## config.mk

```make
export PLATFORM = sky130hd
export DESIGN_NAME = decode_stage
export DESIGN_NICKNAME = d
export VERILOG_FILES = /design/src/rtl/decode_stage.sv
export SDC_FILE = /design/constraint.sdc
export NUM_CORES = 1
export LEC_CHECK = 0
export CAP_MARGIN = 5
export CORE_MARGIN = 3
export CORE_UTILIZATION = 46
export CTS_CLUSTER_DIAMETER = 150
export DETAILED_ROUTE_END_ITERATION = 10
export PLACE_DENSITY = 0.79
export SYNTH_ARGS = -nofsm -noshare
export SYNTH_HDL_FRONTEND = slang
export SYNTH_SLANG_ARGS = --single-unit
```

## constraint.sdc

```tcl
create_clock -name clk -period 3.45 [get_ports clk]
set_input_delay 0.345 -clock clk [delete_from_list [all_inputs] [get_ports clk]]
set_output_delay 0.345 -clock clk [all_outputs]
set_load 0.005 [all_outputs]
```

## src/rtl/decode_stage.sv

```systemverilog
// ID/EX pipeline register: decodes one RISC-V instruction into an execute control bundle,
// with ready/valid on both sides, flush, and automatic load-use bubble insertion.
module decode_stage #(
  parameter int unsigned XLEN     = 32,
  parameter bit          ENABLE_M = 1'b0
) (
  input  logic            clk,
  input  logic            reset,
  input  logic            in_valid,
  output logic            in_ready,
  input  logic [31:0]     in_instr,
  input  logic [XLEN-1:0] in_pc,
  input  logic            flush,
  input  logic            ex_ready,
  output logic            out_valid,
  output logic [XLEN-1:0] out_pc,
  output logic [4:0]      out_rs1,
  output logic [4:0]      out_rs2,
  output logic [4:0]      out_rd,
  output logic [XLEN-1:0] out_imm,
  output logic [3:0]      out_alu_op,
  output logic            out_muldiv,
  output logic            out_reg_write,
  output logic            out_mem_read,
  output logic            out_mem_write,
  output logic            out_branch,
  output logic            out_jump,
  output logic            out_illegal,
  output logic [2:0]      out_mem_size,
  output logic            out_op_b_reg,
  output logic [1:0]      out_op_a_sel,
  output logic [1:0]      out_wb_sel
);

  typedef enum logic [6:0] {
    OPC_LOAD   = 7'b0000011,
    OPC_OP_IMM = 7'b0010011,
    OPC_AUIPC  = 7'b0010111,
    OPC_STORE  = 7'b0100011,
    OPC_OP     = 7'b0110011,
    OPC_LUI    = 7'b0110111,
    OPC_BRANCH = 7'b1100011,
    OPC_JALR   = 7'b1100111,
    OPC_JAL    = 7'b1101111
  } opcode_e;

  typedef enum logic [3:0] {
    ALU_ADD  = 4'd0,
    ALU_SUB  = 4'd1,
    ALU_XOR  = 4'd2,
    ALU_OR   = 4'd3,
    ALU_AND  = 4'd4,
    ALU_SLL  = 4'd5,
    ALU_SRL  = 4'd6,
    ALU_SRA  = 4'd7,
    ALU_SLT  = 4'd8,
    ALU_SLTU = 4'd9
  } alu_e;

  typedef enum logic [1:0] {
    OPA_RS1  = 2'b00,
    OPA_PC   = 2'b01,
    OPA_ZERO = 2'b10
  } opa_e;

  typedef enum logic [1:0] {
    WB_ALU  = 2'b00,
    WB_LOAD = 2'b01,
    WB_PC4  = 2'b10
  } wb_e;

  function automatic logic [XLEN-1:0] sext(input logic [31:0] v);
    logic [XLEN-1:0] r;
    r       = {XLEN{v[31]}};
    r[31:0] = v;
    return r;
  endfunction

  // alt selects SUB/SRA on funct3 000/101
  function automatic logic [3:0] alu_of_f3(input logic [2:0] f3, input logic alt);
    logic [3:0] r;
    case (f3)
      3'b000:  r = alt ? ALU_SUB : ALU_ADD;
      3'b001:  r = ALU_SLL;
      3'b010:  r = ALU_SLT;
      3'b011:  r = ALU_SLTU;
      3'b100:  r = ALU_XOR;
      3'b101:  r = alt ? ALU_SRA : ALU_SRL;
      3'b110:  r = ALU_OR;
      default: r = ALU_AND;
    endcase
    return r;
  endfunction

  logic [6:0] opcode;
  logic [2:0] funct3;
  logic [6:0] funct7;

  assign opcode = in_instr[6:0];
  assign funct3 = in_instr[14:12];
  assign funct7 = in_instr[31:25];

  logic [4:0]      rs1_d, rs2_d, rd_d;
  logic [XLEN-1:0] imm_d;
  logic [3:0]      alu_d;
  logic            muldiv_d, rw_d, mr_d, mw_d, br_d, jmp_d, ill_d, opb_d;
  logic [2:0]      msz_d;
  logic [1:0]      opa_d, wb_d;

  always_comb begin
    rs1_d    = '0;
    rs2_d    = '0;
    rd_d     = '0;
    imm_d    = '0;
    alu_d    = ALU_ADD;
    muldiv_d = 1'b0;
    rw_d     = 1'b0;
    mr_d     = 1'b0;
    mw_d     = 1'b0;
    br_d     = 1'b0;
    jmp_d    = 1'b0;
    ill_d    = 1'b0;
    opb_d    = 1'b0;
    msz_d    = '0;
    opa_d    = OPA_RS1;
    wb_d     = WB_ALU;
    case (opcode)
      OPC_OP: begin
        rs1_d = in_instr[19:15];
        rs2_d = in_instr[24:20];
        rd_d  = in_instr[11:7];
        opb_d = 1'b1;
        rw_d  = 1'b1;
        case (funct7)
          7'b0000000: alu_d = alu_of_f3(funct3, 1'b0);
          7'b0100000: begin
            if (funct3 == 3'b000 || funct3 == 3'b101) alu_d = alu_of_f3(funct3, 1'b1);
            else                                      ill_d = 1'b1;
          end
          7'b0000001: begin
            if (ENABLE_M) begin
              muldiv_d = 1'b1;
              alu_d    = {1'b0, funct3};
            end else begin
              ill_d = 1'b1;
            end
          end
          default: ill_d = 1'b1;
        endcase
      end
      OPC_OP_IMM: begin
        rs1_d = in_instr[19:15];
        rd_d  = in_instr[11:7];
        rw_d  = 1'b1;
        alu_d = alu_of_f3(funct3, 1'b0);
        imm_d = sext({{20{in_instr[31]}}, in_instr[31:20]});
        if (funct3 == 3'b001 || funct3 == 3'b101) begin
          // Shifts carry a zero-extended shamt; the bits above it must be a valid funct pattern.
          alu_d = alu_of_f3(funct3, in_instr[30]);
          imm_d = '0;
          if (XLEN == 64) begin
            imm_d[5:0] = in_instr[25:20];
            if (!(in_instr[31:26] == 6'b000000 ||
                  (funct3 == 3'b101 && in_instr[31:26] == 6'b010000))) ill_d = 1'b1;
          end else begin
            imm_d[4:0] = in_instr[24:20];
            if (!(funct7 == 7'b0000000 ||
                  (funct3 == 3'b101 && funct7 == 7'b0100000))) ill_d = 1'b1;
          end
        end
      end
      OPC_LOAD: begin
        rs1_d = in_instr[19:15];
        rd_d  = in_instr[11:7];
        imm_d = sext({{20{in_instr[31]}}, in_instr[31:20]});
        rw_d  = 1'b1;
        mr_d  = 1'b1;
        wb_d  = WB_LOAD;
        msz_d = funct3;
        case (funct3)
          3'b000, 3'b001, 3'b010, 3'b100, 3'b101: ill_d = 1'b0;
          3'b011, 3'b110:                         ill_d = (XLEN != 64);
          default:                                ill_d = 1'b1;
        endcase
      end
      OPC_STORE: begin
        rs1_d = in_instr[19:15];
        rs2_d = in_instr[24:20];
        imm_d = sext({{20{in_instr[31]}}, in_instr[31:25], in_instr[11:7]});
        mw_d  = 1'b1;
        msz_d = funct3;
        case (funct3)
          3'b000, 3'b001, 3'b010: ill_d = 1'b0;
          3'b011:                 ill_d = (XLEN != 64);
          default:                ill_d = 1'b1;
        endcase
      end
      OPC_BRANCH: begin
        rs1_d = in_instr[19:15];
        rs2_d = in_instr[24:20];
        imm_d = sext({{19{in_instr[31]}}, in_instr[31], in_instr[7],
                      in_instr[30:25], in_instr[11:8], 1'b0});
        br_d  = 1'b1;
        opa_d = OPA_PC;
        ill_d = (funct3 == 3'b010 || funct3 == 3'b011);
      end
      OPC_JAL: begin
        rd_d  = in_instr[11:7];
        imm_d = sext({{11{in_instr[31]}}, in_instr[31], in_instr[19:12],
                      in_instr[20], in_instr[30:21], 1'b0});
        jmp_d = 1'b1;
        rw_d  = 1'b1;
        opa_d = OPA_PC;
        wb_d  = WB_PC4;
      end
      OPC_JALR: begin
        rs1_d = in_instr[19:15];
        rd_d  = in_instr[11:7];
        imm_d = sext({{20{in_instr[31]}}, in_instr[31:20]});
        jmp_d = 1'b1;
        rw_d  = 1'b1;
        wb_d  = WB_PC4;
        ill_d = (funct3 != 3'b000);
      end
      OPC_LUI: begin
        rd_d  = in_instr[11:7];
        imm_d = sext({in_instr[31:12], 12'h000});
        rw_d  = 1'b1;
        opa_d = OPA_ZERO;
      end
      OPC_AUIPC: begin
        rd_d  = in_instr[11:7];
        imm_d = sext({in_instr[31:12], 12'h000});
        rw_d  = 1'b1;
        opa_d = OPA_PC;
      end
      default: ill_d = 1'b1;
    endcase
    if (ill_d) begin
      rw_d  = 1'b0;
      mr_d  = 1'b0;
      mw_d  = 1'b0;
      br_d  = 1'b0;
      jmp_d = 1'b0;
    end
  end

  logic            valid_q;
  logic [XLEN-1:0] pc_q, imm_q;
  logic [4:0]      rs1_q, rs2_q, rd_q;
  logic [3:0]      alu_q;
  logic            muldiv_q, rw_q, mr_q, mw_q, br_q, jmp_q, ill_q, opb_q;
  logic [2:0]      msz_q;
  logic [1:0]      opa_q, wb_q;
  logic            hazard;

  // Unused source fields decode to x0, so they can never match a nonzero load rd.
  assign hazard   = valid_q && mr_q && (rd_q != 5'd0) && ((rs1_d == rd_q) || (rs2_d == rd_q));
  assign in_ready = !reset && (flush || ((!valid_q || ex_ready) && !hazard));

  always_ff @(posedge clk or posedge reset) begin
    if (reset) begin
      valid_q  <= 1'b0;
      pc_q     <= '0;
      imm_q    <= '0;
      rs1_q    <= '0;
      rs2_q    <= '0;
      rd_q     <= '0;
      alu_q    <= '0;
      muldiv_q <= 1'b0;
      rw_q     <= 1'b0;
      mr_q     <= 1'b0;
      mw_q     <= 1'b0;
      br_q     <= 1'b0;
      jmp_q    <= 1'b0;
      ill_q    <= 1'b0;
      opb_q    <= 1'b0;
      msz_q    <= '0;
      opa_q    <= '0;
      wb_q     <= '0;
    end else if (flush) begin
      valid_q <= 1'b0;
    end else if (in_valid && in_ready) begin
      valid_q  <= 1'b1;
      pc_q     <= in_pc;
      imm_q    <= imm_d;
      rs1_q    <= rs1_d;
      rs2_q    <= rs2_d;
      rd_q     <= rd_d;
      alu_q    <= alu_d;
      muldiv_q <= muldiv_d;
      rw_q     <= rw_d;
      mr_q     <= mr_d;
      mw_q     <= mw_d;
      br_q     <= br_d;
      jmp_q    <= jmp_d;
      ill_q    <= ill_d;
      opb_q    <= opb_d;
      msz_q    <= msz_d;
      opa_q    <= opa_d;
      wb_q     <= wb_d;
    end else if (ex_ready) begin
      valid_q <= 1'b0;
    end
  end

  assign out_valid     = valid_q;
  assign out_pc        = pc_q;
  assign out_rs1       = rs1_q;
  assign out_rs2       = rs2_q;
  assign out_rd        = rd_q;
  assign out_imm       = imm_q;
  assign out_alu_op    = alu_q;
  assign out_muldiv    = muldiv_q;
  assign out_reg_write = rw_q;
  assign out_mem_read  = mr_q;
  assign out_mem_write = mw_q;
  assign out_branch    = br_q;
  assign out_jump      = jmp_q;
  assign out_illegal   = ill_q;
  assign out_mem_size  = msz_q;
  assign out_op_b_reg  = opb_q;
  assign out_op_a_sel  = opa_q;
  assign out_wb_sel    = wb_q;

endmodule

```

==> results of run 1 <==
power breakdown:
part	switching, µW	internal [µW]
logic	283	528
registers	98.7	1310
clock network	427	366
total	809	2200
per-stage QoR:
stage | hold slack, ns | instances | power (µW)
CTS | 0.500 | 729 | 3030
global placement | 0.476 | 713 | 2220
finish | 0.496 | 729 | 3010
detailed placement | 0.476 | 713 | 2240
global route | 0.521 | 729 | 3160
floorplan | 0.408 | 428 | 1740
how the worst min path moves through the flow:
stage                                end  cells past startpoint
2_1_floorplan      out_valid$_DFFE_PP0P_                      1
3_3_place_gp      out_rs2[2]$_DFFE_PP0P_                      1
3_5_place_dp     out_imm[31]$_DFFE_PP0P_                      1
4_1_cts           out_imm[5]$_DFFE_PP0P_                      1
5_1_grt           out_imm[7]$_DFFE_PP0P_                      1
6_report       out_alu_op[1]$_DFFE_PP0P_                      1
logic make-up (layout without fill, tap and decap cells):
| logic type | count (synthesis) | after routing |
|---|---|---|
| AOI/OAI and AO/OA | 126 | 126 |
| xor gates and xnor gates | 7 | 7 |
| buffers and inverters | 43 | 208 |
| DFF | 98 | 98 |
| muxes | 42 | 42 |
| other | 1 | 1 |
| and+or+nand+nor | 111 | 111 |
layout make-up:
class                           instances  area (µm²)  area share [%]
Clock buffer                           10         138            1.98
Clock inverter                          6        72.6            1.05
Inverter                                7        28.8           0.414
Multi-Input combinational cell        287        2240            32.2
Sequential cell                        98        2450            35.3
Tap cell                              136         170            2.45
Timing Repair Buffer                  185        1840            26.6
synth_stat cells (7+ instances only):
master and instances:
dfrtp_1 98, nand3_1 39, o2bb2ai_1 31, mux2_2 26, o22a_1 25, clkbuf_1 18, nor2_1 17, nand2_1 16
mux2_4 14, a211o_1 12, o21ai_0 10, buf_2 8, inv_1 7, nor3_1 7
layer usage:
layer | track usage, % | share of wire (%) | vias to the layer above | wire length, µm
met5 | 0 | 0 | - | 0
met4 | 8.48 | 2.2 | 0 | 314
met3 | 8.70 | 10 | 24 | 1480
met2 | 38.7 | 47 | 200 | 6690
met1 | 30.6 | 40 | 2099 | 5740
li1 | - | - | 1954 | -
worst max-delay path, cell delays in order:
cell and delay (ns):
clkdlybuf4s50_1 0.54, or2_1 0.31, a211o_1 0.37, o21a_1 0.22
o211ai_2 0.30, o21ai_4 0.10, nor2_1 0.11, clkdlybuf4s50_1 0.51
==> results_dict.tcl, run 1 <==
set metrics [dict create \
    grt_antenna_before_repair 0 \
    vias 4277 \
    cts_resized 0 \
    die_h_um 109 \
    critical_path_class "in2out" \
    grt_overflow 0 \
    layout_commonest_cell "clkdlybuf4s50_1" \
    async_flop_share_pct 100 \
    placementRows 37 \
    cts_sinks 98 \
    synth_compound_area_share_pct 21.1 \
    hold_buffers 0 \
    fmax_ghz 0.319 \
    yosysSeqAreaShare_pct 50.1 \
    grt_pass1_wl_mm 22.3 \
    wirelength_mm 14.2 \
    synth_xor_xnor_area_share_pct 1.25 \
    ys.flop_type "dfrtp_1" \
    netlist_instances 428 \
    htreeDepth 3 \
    reg2reg_to "out_pc[16]$_DFFE_PP0P_" \
    synth_nets 497 \
    skew_ns 0.0103 \
    yosysUniqueCellTypes 65 \
    worstRegToRegCells 7 \
    grt_usage_pct 24.3 \
    crit_start "in_instr[2]" \
    period_needed_ns 3.14 \
    first_global_vias 4261 \
    post_dp_cell_area_mm2 0.00673 \
    hold_path_class "reg2reg" \
    rsz0062_at_grt "no" \
    cts_tree "done" \
    p_leak_uw 0.00281 \
    yosys_register_bits 98 \
    final_core_util_pct 67.3 \
    peakVddDrop_uv 264 \
    synth_top_area_share_pct 50.1 \
    yosysTopAreaCell "dfrtp_1" \
    die_w_um 109 \
    synth_top_family_by_area "compound AO/OA/AOI/OAI gates" \
    period_share_pct 91.0 \
    clk_latency_ns 0.37 \
    ys_top_cells_by_area "dfrtp_1, mux2_2, o2bb2ai_1" \
    syn2layout_area_growth_pct 41.9 \
    path_clk_slew_ns 0.10 \
    diodes 0 \
    pre_cts_ws_ns 0.316 \
    timing.final.ws_setup_ns 0.311 \
    avgSynthCellArea_um2 11.4 \
    powerDensity_mw_per_mm2 433 \
    nFillCells 805 \
    max_slew_margin_pct 51.6 \
    synth_warnings 0 \
    path_max_fanout 7 \
    firstDrtPassIters 4 \
    port_buffers 167 \
    setup_viol 0 \
    drive_above_1_share_pct 15.0 \
    core-area_mm2 0.0103 \
    synth_mux_area_share_pct 10.7 \
    clock-root-buffer "clkbuf_8" \
    timing.rr.start "out_rd[1]$_DFFE_PP0P_" \
    syn_area_mm2 0.00489 \
    post_cts_buffers 0 \
    synth-simple-area-share_pct 12.2 \
    endpoint_kind "output pin" \
    drv_slew 0 \
    clock_path_buffers 2 \
    synth-adder-area-share_pct 0 \
    final_cell_mix "clkdlybuf4s50_1, dfrtp_1, nand3_1" \
    final_cell_area_mm2 0.00694 \
    start_kind "input port" \
    crit_end "in_ready" \
    routed_via_density 5.87 \
    drtIter0Drc 250 \
    min-delay-start "out_alu_op[1]$_DFFE_PP0P_" \
    tightest_slew_ns 0.725 \
    grt_max_degree 60 \
    hpwl_mm 10.4 \
    crit_required_ns 3.11 \
    ant_nets 0 \
    r2r_setup_slack_ns 1.01 \
    outcome "finished clean" \
    synth_edf_count 0 \
    dieArea_mm2 0.0119 \
    cts_buffers 9 \
    pin_count 169 \
    nets 657 \
    setup_tns_ns 0 \
    hold_viol_final 0 \
    drt-wirelength-per-cell_um 19.5 \
    routabilityCongestion 0.984 \
    start_util_pct 47.4 \
    route.detailed.drc 0 \
    drv_cap 0 \
    worstPathArrival_ns 2.79 \
]
No activity file was read; power rests on OpenSTA's default activity.
==> inputs of run 2 (changes only) <==
--- a/config.mk
+++ b/config.mk
@@ -10,6 +10,8 @@
 export CORE_UTILIZATION = 46
 export CTS_CLUSTER_DIAMETER = 150
 export DETAILED_ROUTE_END_ITERATION = 10
+export GPL_TIMING_DRIVEN = 0
+export MAX_ROUTING_LAYER = met4
 export PLACE_DENSITY = 0.79
 export SYNTH_ARGS = -nofsm -noshare
 export SYNTH_HDL_FRONTEND = slang
==> results_dict.tcl, run 2 (synthesis gave the netlist of run 1 again) <==
set metrics [dict create \
    min_path_cells 3 \
    grt_overflow 0 \
    hold_buffers 0 \
    grt_usage_pct 26.3 \
    post_dp_cell_area_mm2 0.00675 \
    min-delay-start "in_instr[12]" \
    hpwl_mm 11.1 \
    period_share_pct 95.1 \
    layout_commonest_cell "clkdlybuf4s50_1" \
    clock_path_buffers 2 \
    hold_viol_final 0 \
    nets 675 \
    hold_ws_ns 0.400 \
    p_sw_uw 776 \
    core-area_mm2 0.0103 \
    drive_above_1_share_pct 13.8 \
    p_int_uw 2160 \
    crit_top_cell "clkdlybuf4s50_1" \
    grt_max_degree 64 \
    hold_path_end "out_mem_size[0]$_DFFE_PP0P_" \
    syn2layout_area_growth_pct 42.3 \
    ant_nets 0 \
    period_needed_ns 3.28 \
    drv_cap 0 \
    hold_path_class "in2reg" \
    reg2reg_to "out_mem_size[1]$_DFFE_PP0P_" \
    fmax_ghz 0.305 \
    dieArea_mm2 0.0119 \
    wirelength_mm 15.0 \
    p_leak_uw 0.00282 \
    endpoint_kind "output pin" \
    setup_tns_ns 0 \
    drt-wirelength-per-cell_um 20.1 \
    comb_power_share_pct 28.3 \
    path_max_fanout 19 \
    port_buffers 166 \
    crit_required_ns 3.11 \
    die_h_um 109 \
    r2r_setup_slack_ns 0.86 \
    outcome "finished clean" \
    cts_tree "done" \
    timing.rr.start "out_rd[2]$_DFFE_PP0P_" \
    path_depth 10 \
    final_cell_area_mm2 0.00696 \
    cp_top_family "buffers and inverters" \
    route.detailed.drc 0 \
    clk_latency_ns 0.37 \
    critical_path_class "in2out" \
    clock-root-buffer "clkbuf_8" \
    htreeDepth 3 \
    vias 4368 \
    grt_pass1_wl_mm 23.2 \
    cp_slowest_cell "clkdlybuf4s50_1" \
    tightest_slew_ns 1.07 \
    pre_cts_ws_ns -0.119 \
    cts_sinks 98 \
    p_seq_share_pct 47.7 \
    setup_viol 0 \
    power_frac_clock_pct 24.0 \
    routabilityCongestion 0.906 \
    slowest_delay_ns 0.52 \
    diodes 0 \
    final_cell_mix "clkdlybuf4s50_1, dfrtp_1, nand3_1" \
    start_util_pct 47.4 \
    worstPathArrival_ns 2.93 \
    fin_total_pwr_uw 2930 \
    firstDrtPassIters 5 \
    drtIter0Drc 245 \
    path_cells "clkdlybuf4s50_1 > nor4bb_1 > buf_2 > nand3_1 > xor2_1 > nand4_2 > o21ai_1 > buf_4 > nor2_1 > clkdlybuf4s50_1" \
    first_global_vias 4440 \
    start_kind "input port" \
    placementRows 37 \
    switching_share_pct 26.4 \
    timing.final.ws_setup_ns 0.170 \
    routed_via_density 5.86 \
    die_w_um 109 \
    powerDensity_mw_per_mm2 421 \
    grt_antenna_before_repair 0 \
    path_clk_slew_ns 0.08 \
    skew_ns 0.00846 \
    cts_buffers 9 \
    worst-path-buf-inv 4 \
    worstRegToRegCells 7 \
    rsz0062_at_grt "no" \
    peakVddDrop_uv 390 \
    max_slew_margin_pct 28.4 \
    drv_slew 0 \
    pin_count 169 \
]
## run 2: worst reg2reg max path: stages (launching register included)
cell and delay, ns:
dfrtp_1 0.36, clkbuf_1 0.28, nor3_1 0.13, a211oi_1 0.37
nand4_2 0.20, o211ai_1 0.44, clkbuf_1 0.55, o2bb2ai_1 0.19
## run 2: metrics by stage
step                      cells  utilization (%)
after floorplan             428                -
after global placement      730             65.1
after detailed placement    731             65.4
after CTS                   746             67.4
after global routing        746             67.4
final                       746             67.4
## run 2: how the worst max path moves through the flow
stage	start	to	slack (ns)
6_report	in_instr[3]	in_ready	0.17
5_1_grt	in_instr[3]	in_ready	0.04
4_1_cts	in_instr[3]	in_ready	0.06
3_5_place_dp	in_instr[6]	in_ready	-0.12
3_3_place_gp	reset	out_pc[10]$_DFFE_PP0P_	-0.98
2_1_floorplan	reset	out_alu_op[0]$_DFFE_PP0P_	0.54
## run 2: cell type report
class / instances / area [µm²]
Clock buffer: 14 / 173
Timing Repair Buffer: 168 / 1700
Buffer: 35 / 199
Fill cell: 791 / 3360
Sequential cell: 98 / 2450
Inverter: 7 / 28.8
Multi-Input combinational cell: 287 / 2230
Tap cell: 136 / 170
Clock inverter: 1 / 8.76
## run 2: power by group through the flow
| stage | Clock, µW | Sequential (µW) | Combinational [µW] |
|---|---|---|---|
| after floorplan | 0 | 1420 | 314 |
| after global placement | 0 | 1410 | 806 |
| after detailed placement | 0 | 1420 | 829 |
| after CTS | 721 | 1400 | 834 |
| after global routing | 771 | 1420 | 892 |
| final | 705 | 1400 | 830 |
## run 2: what timing repair did
| action | 4_1_cts | 5_1_grt |
|---|---|---|
| endpoints found under the setup margin | 1 | 1 |
| buffers inserted | 1 | 0 |
| resized for setup | 5 | 4 |
| pin swaps | 1 | 2 |
## run 2: per-layer routing
metal | vias up | wire length (µm) | track usage [%]
met5 | - | 0 | -
met4 | 0 | 151 | 5.68
met3 | 19 | 1310 | 7.58
met2 | 229 | 7310 | 42.1
met1 | 2148 | 6220 | 33.5
li1 | 1972 | - | -
